### src/rtl/reg_alu_seq_pkg.sv
// Shared types for the reg/ALU micro-sequencer: FSM states, opcodes and
// the 16-bit instruction layout.
package reg_alu_seq_pkg;

  typedef enum logic [2:0] {
    S_IDLE   = 3'd0,
    S_FETCH  = 3'd1,
    S_DECODE = 3'd2,
    S_EXEC   = 3'd3,
    S_HALTED = 3'd4
  } state_e;

  localparam logic [3:0] OP_NOP   = 4'h0;
  localparam logic [3:0] OP_ALU_R = 4'h4;
  localparam logic [3:0] OP_ALU_I = 4'h8;
  localparam logic [3:0] OP_BZ    = 4'hC;
  localparam logic [3:0] OP_HALT  = 4'hF;

  typedef struct packed {
    logic [3:0] op;
    logic [3:0] wa;
    logic [3:0] ra1;
    logic [3:0] ra2;
  } instr_t;

  // imm8 overlays the ra1/ra2 fields.
  function automatic logic [7:0] instr_imm8(instr_t ir);
    return {ir.ra1, ir.ra2};
  endfunction

endpackage

### src/rtl/reg_alu_seq_decode.sv
// Combinational map from the latched instruction to datapath controls and
// opcode class flags.
module reg_alu_seq_decode
  import reg_alu_seq_pkg::*;
#(
  parameter int RF_AW  = 4,
  parameter int DATA_W = 8
) (
  input  instr_t             ir_i,
  output logic [RF_AW-1:0]   ra1_o,
  output logic [RF_AW-1:0]   ra2_o,
  output logic [RF_AW-1:0]   wa_o,
  output logic [DATA_W-1:0]  imm_o,
  output logic [1:0]         alu_ctrl_o,
  output logic               alu_src_o,
  output logic               is_alu_o,
  output logic               is_bz_o,
  output logic               is_halt_o,
  output logic               is_illegal_o
);

  always_comb begin
    ra1_o        = '0;
    ra2_o        = '0;
    wa_o         = '0;
    imm_o        = '0;
    alu_ctrl_o   = 2'b00;
    alu_src_o    = 1'b0;
    is_alu_o     = 1'b0;
    is_bz_o      = 1'b0;
    is_halt_o    = 1'b0;
    is_illegal_o = 1'b0;

    if (ir_i.op[3:2] == OP_ALU_R[3:2]) begin
      is_alu_o   = 1'b1;
      alu_ctrl_o = ir_i.op[1:0];
      ra1_o      = RF_AW'(ir_i.ra1);
      ra2_o      = RF_AW'(ir_i.ra2);
      wa_o       = RF_AW'(ir_i.wa);
    end else if (ir_i.op[3:2] == OP_ALU_I[3:2]) begin
      // wa doubles as the source register for reg-imm ops
      is_alu_o   = 1'b1;
      alu_ctrl_o = ir_i.op[1:0];
      alu_src_o  = 1'b1;
      ra1_o      = RF_AW'(ir_i.wa);
      wa_o       = RF_AW'(ir_i.wa);
      imm_o      = DATA_W'(instr_imm8(ir_i));
    end else if (ir_i.op == OP_BZ) begin
      is_bz_o = 1'b1;
    end else if (ir_i.op == OP_HALT) begin
      is_halt_o = 1'b1;
    end else if (ir_i.op != OP_NOP) begin
      is_illegal_o = 1'b1;
    end
  end

endmodule

### src/rtl/reg_alu_sequencer.sv
// Three-cycle fetch/decode/exec micro-sequencer driving the reg-file/ALU datapath.
// Define REG_ALU_SEQ_STEP_EN to add step_i, which gates each FETCH for single-stepping.
module reg_alu_sequencer
  import reg_alu_seq_pkg::*;
#(
  parameter int PC_W   = 8,
  parameter int RF_AW  = 4,
  parameter int DATA_W = 8
) (
  input  logic              clk_i,
  input  logic              reset_i,
  input  logic              start_i,
`ifdef REG_ALU_SEQ_STEP_EN
  input  logic              step_i,
`endif
  output logic [PC_W-1:0]   imem_addr_o,
  input  logic [15:0]       imem_data_i,
  output logic [RF_AW-1:0]  ra1_o,
  output logic [RF_AW-1:0]  ra2_o,
  output logic [RF_AW-1:0]  wa_o,
  output logic [DATA_W-1:0] immediate_o,
  output logic [1:0]        alu_control_o,
  output logic              alu_src_o,
  output logic              write_enable_o,
  input  logic              zero_i,
  output logic              busy_o,
  output logic              halted_o,
  output logic              illegal_o
);

  // state    | meaning
  // S_IDLE   | waiting for start after reset
  // S_FETCH  | imem_addr = pc presented to instruction memory
  // S_DECODE | imem_data valid, latched into ir_q at the ending edge
  // S_EXEC   | controls driven, write strobe, zero_flag and pc update
  // S_HALTED | HALT executed, pc parked on the HALT address

  state_e            state_q;
  logic [PC_W-1:0]   pc_q, pc_d;
  logic              zero_flag_q;
  logic              illegal_q;
  logic              busy_q;
  logic              halted_q;
  instr_t            ir_q;

  logic is_alu, is_bz, is_halt, is_illegal;
  logic fetch_go;

`ifdef REG_ALU_SEQ_STEP_EN
  assign fetch_go = step_i;
`else
  assign fetch_go = 1'b1;
`endif

  reg_alu_seq_decode #(
    .RF_AW (RF_AW),
    .DATA_W(DATA_W)
  ) u_decode (
    .ir_i        (ir_q),
    .ra1_o       (ra1_o),
    .ra2_o       (ra2_o),
    .wa_o        (wa_o),
    .imm_o       (immediate_o),
    .alu_ctrl_o  (alu_control_o),
    .alu_src_o   (alu_src_o),
    .is_alu_o    (is_alu),
    .is_bz_o     (is_bz),
    .is_halt_o   (is_halt),
    .is_illegal_o(is_illegal)
  );

  always_comb begin
    pc_d = pc_q + PC_W'(1);
    if (is_bz && zero_flag_q) pc_d = PC_W'(instr_imm8(ir_q));
  end

  always_ff @(posedge clk_i or posedge reset_i) begin
    if (reset_i) begin
      state_q     <= S_IDLE;
      pc_q        <= '0;
      zero_flag_q <= 1'b0;
      illegal_q   <= 1'b0;
      busy_q      <= 1'b0;
      halted_q    <= 1'b0;
      ir_q        <= '0;
    end else begin
      unique case (state_q)
        S_IDLE, S_HALTED: begin
          if (start_i) begin
            state_q     <= S_FETCH;
            pc_q        <= '0;
            zero_flag_q <= 1'b0;
            illegal_q   <= 1'b0;
            busy_q      <= 1'b1;
            halted_q    <= 1'b0;
          end
        end
        S_FETCH: begin
          if (fetch_go) state_q <= S_DECODE;
        end
        S_DECODE: begin
          ir_q    <= instr_t'(imem_data_i);
          state_q <= S_EXEC;
        end
        S_EXEC: begin
          if (is_alu)     zero_flag_q <= zero_i;
          if (is_illegal) illegal_q   <= 1'b1;
          if (is_halt) begin
            state_q  <= S_HALTED;
            busy_q   <= 1'b0;
            halted_q <= 1'b1;
          end else begin
            state_q <= S_FETCH;
            pc_q    <= pc_d;
          end
        end
        default: begin
          state_q  <= S_IDLE;
          busy_q   <= 1'b0;
          halted_q <= 1'b0;
        end
      endcase
    end
  end

  // Combinational so an async reset mid-EXEC drops the strobe at once.
  assign write_enable_o = (state_q == S_EXEC) && is_alu;
  assign imem_addr_o    = pc_q;
  assign busy_o         = busy_q;
  assign halted_o       = halted_q;
  assign illegal_o      = illegal_q;

endmodule
### config.mk
export PLATFORM = sky130hd
export DESIGN_NAME = reg_alu_sequencer
export DESIGN_NICKNAME = d
export VERILOG_FILES = /design/src/rtl/reg_alu_seq_pkg.sv /design/src/rtl/reg_alu_seq_decode.sv /design/src/rtl/reg_alu_sequencer.sv
export SDC_FILE = /design/constraint.sdc
export NUM_CORES = 1
export LEC_CHECK = 0
export BUFFER_PORTS_ARGS = -buffer_cell sky130_fd_sc_hd__buf_4
export CORE_MARGIN = 3
export CORE_UTILIZATION = 45
export DETAILED_ROUTE_END_ITERATION = 6
export PLACE_DENSITY = 0.72
export SLEW_MARGIN = 15
export SYNTH_ARGS = -nofsm -noshare
export SYNTH_HDL_FRONTEND = slang
export SYNTH_SLANG_ARGS = --single-unit
export TNS_END_PERCENT = 20
### constraint.sdc
create_clock -name clk_i -period 3.3 [get_ports clk_i]
set_clock_uncertainty 0.05 [all_clocks]
set_input_delay 0 -clock clk_i [delete_from_list [all_inputs] [get_ports clk_i]]
set_output_delay 0 -clock clk_i [all_outputs]
set_load 0.02 [all_outputs]
; Word level (Yosys, flattened, before mapping)
; Index checks and enable logic that the tools add are counted.
; W data, S select, Z words.
[word_totals]
regBits = 31
output_inout_bits = 35
latch_bits = 0
rom_bits = 0
wordCells = 76
mem_count = 0
ramBits = 0
in_bits = 20
[classes]
shifts = 0
n_reduce_logical = 11
div_mod_pow = 0
n_lt_le_gt_ge = 0
muxes = 40
eq_ne = 13
n_bitwise = 1
n_addsub = 1
multipliers = 0
[ops]
columns = cell, count
row1 = $mux W8, 5
row2 = $mux W1, 21
row3 = $mux W4, 4
row4 = $pmux W8 S2, 1
row5 = $pmux W3 S4, 1
row6 = $reduce_and A3 Y1, 4
row7 = $ne A2 B2 Y1 const B, 5
row8 = $add A8 B1 Y8 const B, 1
row9 = $eq A4 B4 Y1 const B, 2
row10 = $eq A3 B2 Y1 const B, 2
row11 = $mux W3, 2
row12 = $pmux W1 S3, 2
row13 = $mux W2, 2
row14 = $pmux W1 S2, 2
row15 = $reduce_bool A4 Y1, 1
row16 = $reduce_or A2 Y1, 2
row17 = $eq A3 B1 Y1 const B, 1
row18 = $eq A3 B3 Y1 const B, 1
row19 = $logic_not A3 Y1, 1
row20 = $eq A2 B1 Y1 const B, 1
row21 = $eq A2 B2 Y1 const B, 1
row22 = $logic_and A1 B1 Y1, 2
row23 = $reduce_bool A2 Y1, 1
row24 = $not A1 Y1, 1

; Depth between registers and ports, before layout
[logic_depth]
depth_word = 8
depth_mapped = 8
mapped_depth_nobuf = 6

; By module
; A second synthesis with hierarchy kept.
[hier_totals]
hier_cells = 170
hier_area_um2 = 1767.9
[by_module_without_submodules]
columns = module, area_each_um2, cells_each, seq_area_each_um2, n_inst
row1 = reg_alu_sequencer, 1491.4, 132, 775.7, 1
row2 = reg_alu_seq_decode, 276.5, 38, 0.0, 1

; Worst setup path before layout
; No wires, ideal clock.
[synth_timing]
kind = reg2reg
from = reg ir_q[14] in the netlist's numbering
to = reg pc_q[2] (netlist: imem_addr_o[2])
synth_period_minus_slack_ns = 1.818
setup_ns = 0.131
path_buffers = 2
setup_slack_ns = 1.482
path_stages_with_launch = 9
required_ns = 3.119
arrival_ns = 1.637
path_cell_list = dfrtp_1 > inv_1 > ha_1 > clkbuf_2 > nor2_4 > nand4_4 > buf_6 > mux2i_1 > o211ai_1
[synth_between]
elab_chain_cells = 8
elab_cells_between_ends = 17
classes_between = eq/ne (5) / mux (10) / reduce/logical (2)
[synth_lines]
columns = element, line
row1 = "start, declared", reg_alu_sequencer.sv:44  ; instr_t ir_q;
row2 = "start signal, assigned", reg_alu_sequencer.sv:102  ; ir_q <= instr_t'(imem_data_i);
row3 = $eq A4 B4 Y1, reg_alu_seq_decode.sv:48  ; end else if (ir_i.op == OP_BZ) begin
row4 = $mux W1, reg_alu_seq_decode.sv:48
row5 = $mux W1, reg_alu_seq_decode.sv:40  ; end else if (ir_i.op[3:2] == OP_ALU_I[3:2]) begin
row6 = $mux W1, reg_alu_seq_decode.sv:34  ; if (ir_i.op[3:2] == OP_ALU_R[3:2]) begin
row7 = $logic_and A1 B1 Y1, reg_alu_sequencer.sv:74  ; if (is_bz && zero_flag_q) pc_d = PC_W'(instr_imm8(ir_q));
row8 = $mux W8, reg_alu_sequencer.sv:74
row9 = $mux W8, reg_alu_sequencer.sv:108  ; if (is_halt) begin
row10 = $pmux W8 S2, reg_alu_sequencer.sv:87  ; unique case (state_q)
row11 = "end signal, assigned", reg_alu_sequencer.sv:114  ; pc_q <= pc_d;
row12 = "end, declared", reg_alu_sequencer.sv:39  ; logic [PC_W-1:0] pc_q, pc_d;
; Several ways; a longest one is shown, not always the timed one. The select of a mux whose other input is x is not followed.
; A chain may end at the register's enable or synchronous reset.

; Worst setup path in the final report
[layout_timing]
from = reg ir_q[14] in the netlist's numbering
to = out immediate_o[6]
[layout_between]
elab_chain_cells = 3
elab_cells_between_ends = 4
classes_between = eq/ne (2) / mux (2)
[layout_lines]
columns = element, line
row1 = $eq A2 B2 Y1, reg_alu_seq_decode.sv:40
row2 = $mux W8, reg_alu_seq_decode.sv:40
row3 = $mux W8 *, reg_alu_seq_decode.sv:34
row4 = "end, declared", reg_alu_sequencer.sv:21  ; output logic [DATA_W-1:0] immediate_o,
; Every way passes the cells marked *; elsewhere a longest branch is shown, timed or not.

==> results list <==
- Result of the run: complete, no violations
- The critical path is of the register to output port type.
* Proportion of power drawn by flip-flops and latches: 31.8%
* Worst min path class: input port to register
* Worst-margin pin slew: 1.04 ns
- The initial antenna violation count came to 0.
- The clock passes through at most 2 buffers.
- Warnings, synthesis: 0
* Crit start category: register
* Die width: 68.0 um
- Proportion of synthesized chip area in sequential cells: 44.8%
* Synth top cells by count: 31 x sky130_fd_sc_hd__dfrtp_1, 16 x sky130_fd_sc_hd__nand2_1, 15 x sky130_fd_sc_hd__o21ai_0, 14 x sky130_fd_sc_hd__and2_1, 14 x sky130_fd_sc_hd__mux2_2
* Maximum vdd drop: 0.000574 V
- Post-route design area: 2450 um2
- For the worst setup path, the data arrival time is 2.15 ns.
- The worst path needs 2.20 ns of the cycle, external delays included.
- Number of placed instances, taps included: 263
- Multi-input combinational cell area: 902 um2
- Dividing total power by cell area gives a power density of 976 nW/um2.
* Switching portion of total power: 44.2%
- Routed Wire Length: 4.60 mm
* Share of flip-flops with an asynchronous set or reset after synthesis: 100%
- The share of total power dissipated in the clock network is 13.7%.
- After clock tree synthesis, the clock-pin slew on the worst setup and hold paths is 0.06 ns.
- Total chip power: 2.40 mW
* Final worst hold slack: 0.411 ns
- After detailed routing, the average wire length per cell comes to 15.8 um.
- Netlist area before placement: 1730 um2
- GR Util All Layers: 22.3%
* Fill cell instance count of the final layout: 276
- Area growth from synthesis to final layout: 41.7%
* Post-Synthesis Mean Instance Area: 10.4 um2
- Ranking of synthesized cells by area: sky130_fd_sc_hd__dfrtp_1 45%, sky130_fd_sc_hd__mux2_2 9.1%, sky130_fd_sc_hd__and2_1 5.1%
* Fin crit share: 66.6%
- Core Footprint: 3520 um2
* Net Count, Synth: 192
- Yosys mapped a number of flops with a built-in enable equal to 0.
* IO Port Bufs: 54
* Top achievable clock speed: 455 MHz
* Via count of the first global-routing pass: 1631
- Once detail routing completed, the nets flagged for antenna violations numbered 0.
- The first global-routing pass estimated 7.69 mm of wire.
- Final number of setup-violating endpoints: 0
- Clock tree from TritonCTS: done
- Entering global routing, the biggest net connects 28 pins.
* Per-cell via count in the routed design: 5.36
- After the first detailed-routing iteration, the DRC count stood at 108.
* Predominant post-synthesis flop cell: sky130_fd_sc_hd__dfrtp_1
- Share of power burned in combinational logic: 54.5%
- 0 antenna diodes ended up in the layout.
* Distinct cell type count of the synthesized netlist: 40
- Summed over all nets, the switching power comes to 1.06 mW.
* Seq. cell area: 776 um2
- Standby leakage power: 1.13 nW
- Final standard cell count with taps included and fillers excluded: 290
- Full die area: 4630 um2
- The first detailed-routing pass took 4 iterations.
* Clock sink count: 31
- Latest clock arrival within the worst-skew pair: 0.28 ns
* Post-Route Utilization: 69.7%
- The internal portion of the total power is 1.34 mW.
- The worst register-to-register path has a depth of 6.
- Required time at the endpoint of the critical path: 3.25 ns
* Cell area reported after detailed placement: 2160 um2
- Once the floorplan was initialized, standard cells occupied 49.2% of the core.
- Buffers inserted during clock tree synthesis total 5.
* Die height: 68.0 um
* Cell count after synthesis: 167
- Detailed placement ended at an HPWL of 3.16 mm.
- Final-report hold violation count: 0
* Worst Slack Setup Final: 1.10 ns
- Worst hold path cell count: 3
* Standard-cell row count: 21
- Unrepaired setup endpoints after global routing: false
- Biggest area consumer among synthesized cells: sky130_fd_sc_hd__dfrtp_1
- Count of nets after finishing: 268
* Max-cap viol count: 0
- Timing analysis after detailed placement gives a worst setup slack of 1.32 ns.
- Critical-path maximum fanout: 9
- Share of Yosys cell area claimed by the top area cell type: 44.8%
- Summed over all failing endpoints, the final setup total negative slack is 0 ns.
* Number of ports placed on the die boundary: 55
* Fraction of final layout cells sized beyond drive strength 1: 34.0%
- The congestion estimate from routability-driven global placement came to 0.806.
- In the post-synthesis netlist, the cell with the most instances is sky130_fd_sc_hd__dfrtp_1.
- Flop and latch count out of synthesis: 31
- The final number of max-transition violations was 0.
- DRC viols: 0
- For this block, the via count after detailed routing is 1554.
- Total global routing overflow: 0
- Slew Limit Headroom: 30.5%
- Crit. End Element: output port
* Number of gates resized after cts: 0
- H-tree depth: 2
- Clock tree root buffer cell: sky130_fd_sc_hd__clkbuf_8
==> power groups by stage <==
stage	logic (mW)	registers, mW	clock network, mW
after floorplan	0.798	0.773	0
after global placement	1.26	0.753	0
after detailed placement	1.28	0.763	0
after CTS	1.30	0.757	0.337
after global routing	1.42	0.792	0.352
final	1.30	0.762	0.329
==> final timing paths <==
kind,startpoint,end,slack (ns)
max in group asynchronous,reset_i,ir_q[2],2.05
hold / removal,start_i,illegal_o,0.41
setup reg to reg,ir_q[15],imem_addr_o[0],1.28
hold reg to reg,busy_o,busy_o,0.49
setup / recovery,ir_q[14],immediate_o[6],1.10
min in group asynchronous,reset_i,imem_addr_o[7],0.48
==> layout by cell type (no fill, tap or decap), types with 3 or more instances in the layout <==
master	count
sky130_fd_sc_hd__nand3_1	10
sky130_fd_sc_hd__dlygate4sd3_1	19
sky130_fd_sc_hd__mux2i_1	4
sky130_fd_sc_hd__nor2_1	7
sky130_fd_sc_hd__mux2_2	14
sky130_fd_sc_hd__inv_1	4
sky130_fd_sc_hd__ha_1	5
sky130_fd_sc_hd__o31ai_1	3
sky130_fd_sc_hd__and2_1	14
sky130_fd_sc_hd__nand2_1	16
sky130_fd_sc_hd__o21ai_0	15
sky130_fd_sc_hd__o211ai_1	3
sky130_fd_sc_hd__nor2b_1	7
sky130_fd_sc_hd__and3_1	3
sky130_fd_sc_hd__buf_4	55
sky130_fd_sc_hd__dfrtp_1	31
sky130_fd_sc_hd__clkbuf_8	7
==> worst max-delay path: stages, from the launching register on <==
cell                      delay [ns]
sky130_fd_sc_hd__dfrtp_1        0.40
sky130_fd_sc_hd__inv_1          0.11
sky130_fd_sc_hd__ha_1           0.42
sky130_fd_sc_hd__nor2b_1        0.54
sky130_fd_sc_hd__and2_1         0.24
sky130_fd_sc_hd__buf_4          0.15
==> layer usage <==
layer | vias up | share of wire (%) | track usage (%)
met5 | - | 0 | 0
met4 | 0 | 1.1 | 7.69
met3 | 7 | 4.5 | 4.43
met2 | 42 | 50 | 36.9
met1 | 761 | 44 | 28.9
li1 | 744 | - | -
==> cell type report <==
type / count / area share [%]
Multi-Input combinational cell: 127 / 36.8
Sequential cell: 31 / 31.6
Timing Repair Buffer: 74 / 24.6
Clock buffer: 8 / 4.08
Tap cell: 46 / 2.35
Inverter: 4 / 0.612
==> logic make-up (layout without fill, tap and decap cells) <==
family          count (synthesis)  in the layout  synth area share (%)
flops                          31             31                  44.8
fa+ha+maj                       5              5                  3.61
simple gates                   74             74                  25.2
xor+xnor                        1              1                 0.506
compound gates                 29             29                  11.3
mux                            18             18                  11.4
buf+inv                         9             86                  3.11
==> flip-flops by register name (all words and copies together) (netlist names) <==
| signal | cells |
|---|---|
| busy_o | 1 |
| ir_q | 16 |
| zero_flag_q | 1 |
| illegal_o | 1 |
| state_q | 3 |
| halted_o | 1 |
| imem_addr_o | 8 |
==> repair_timing <==
item | CTS | global route
buffers inserted | 0 | 0
hold endpoints to repair | 46 | 0
hold buffers | 19 | 0
No activity file was read; power rests on OpenSTA's default activity.
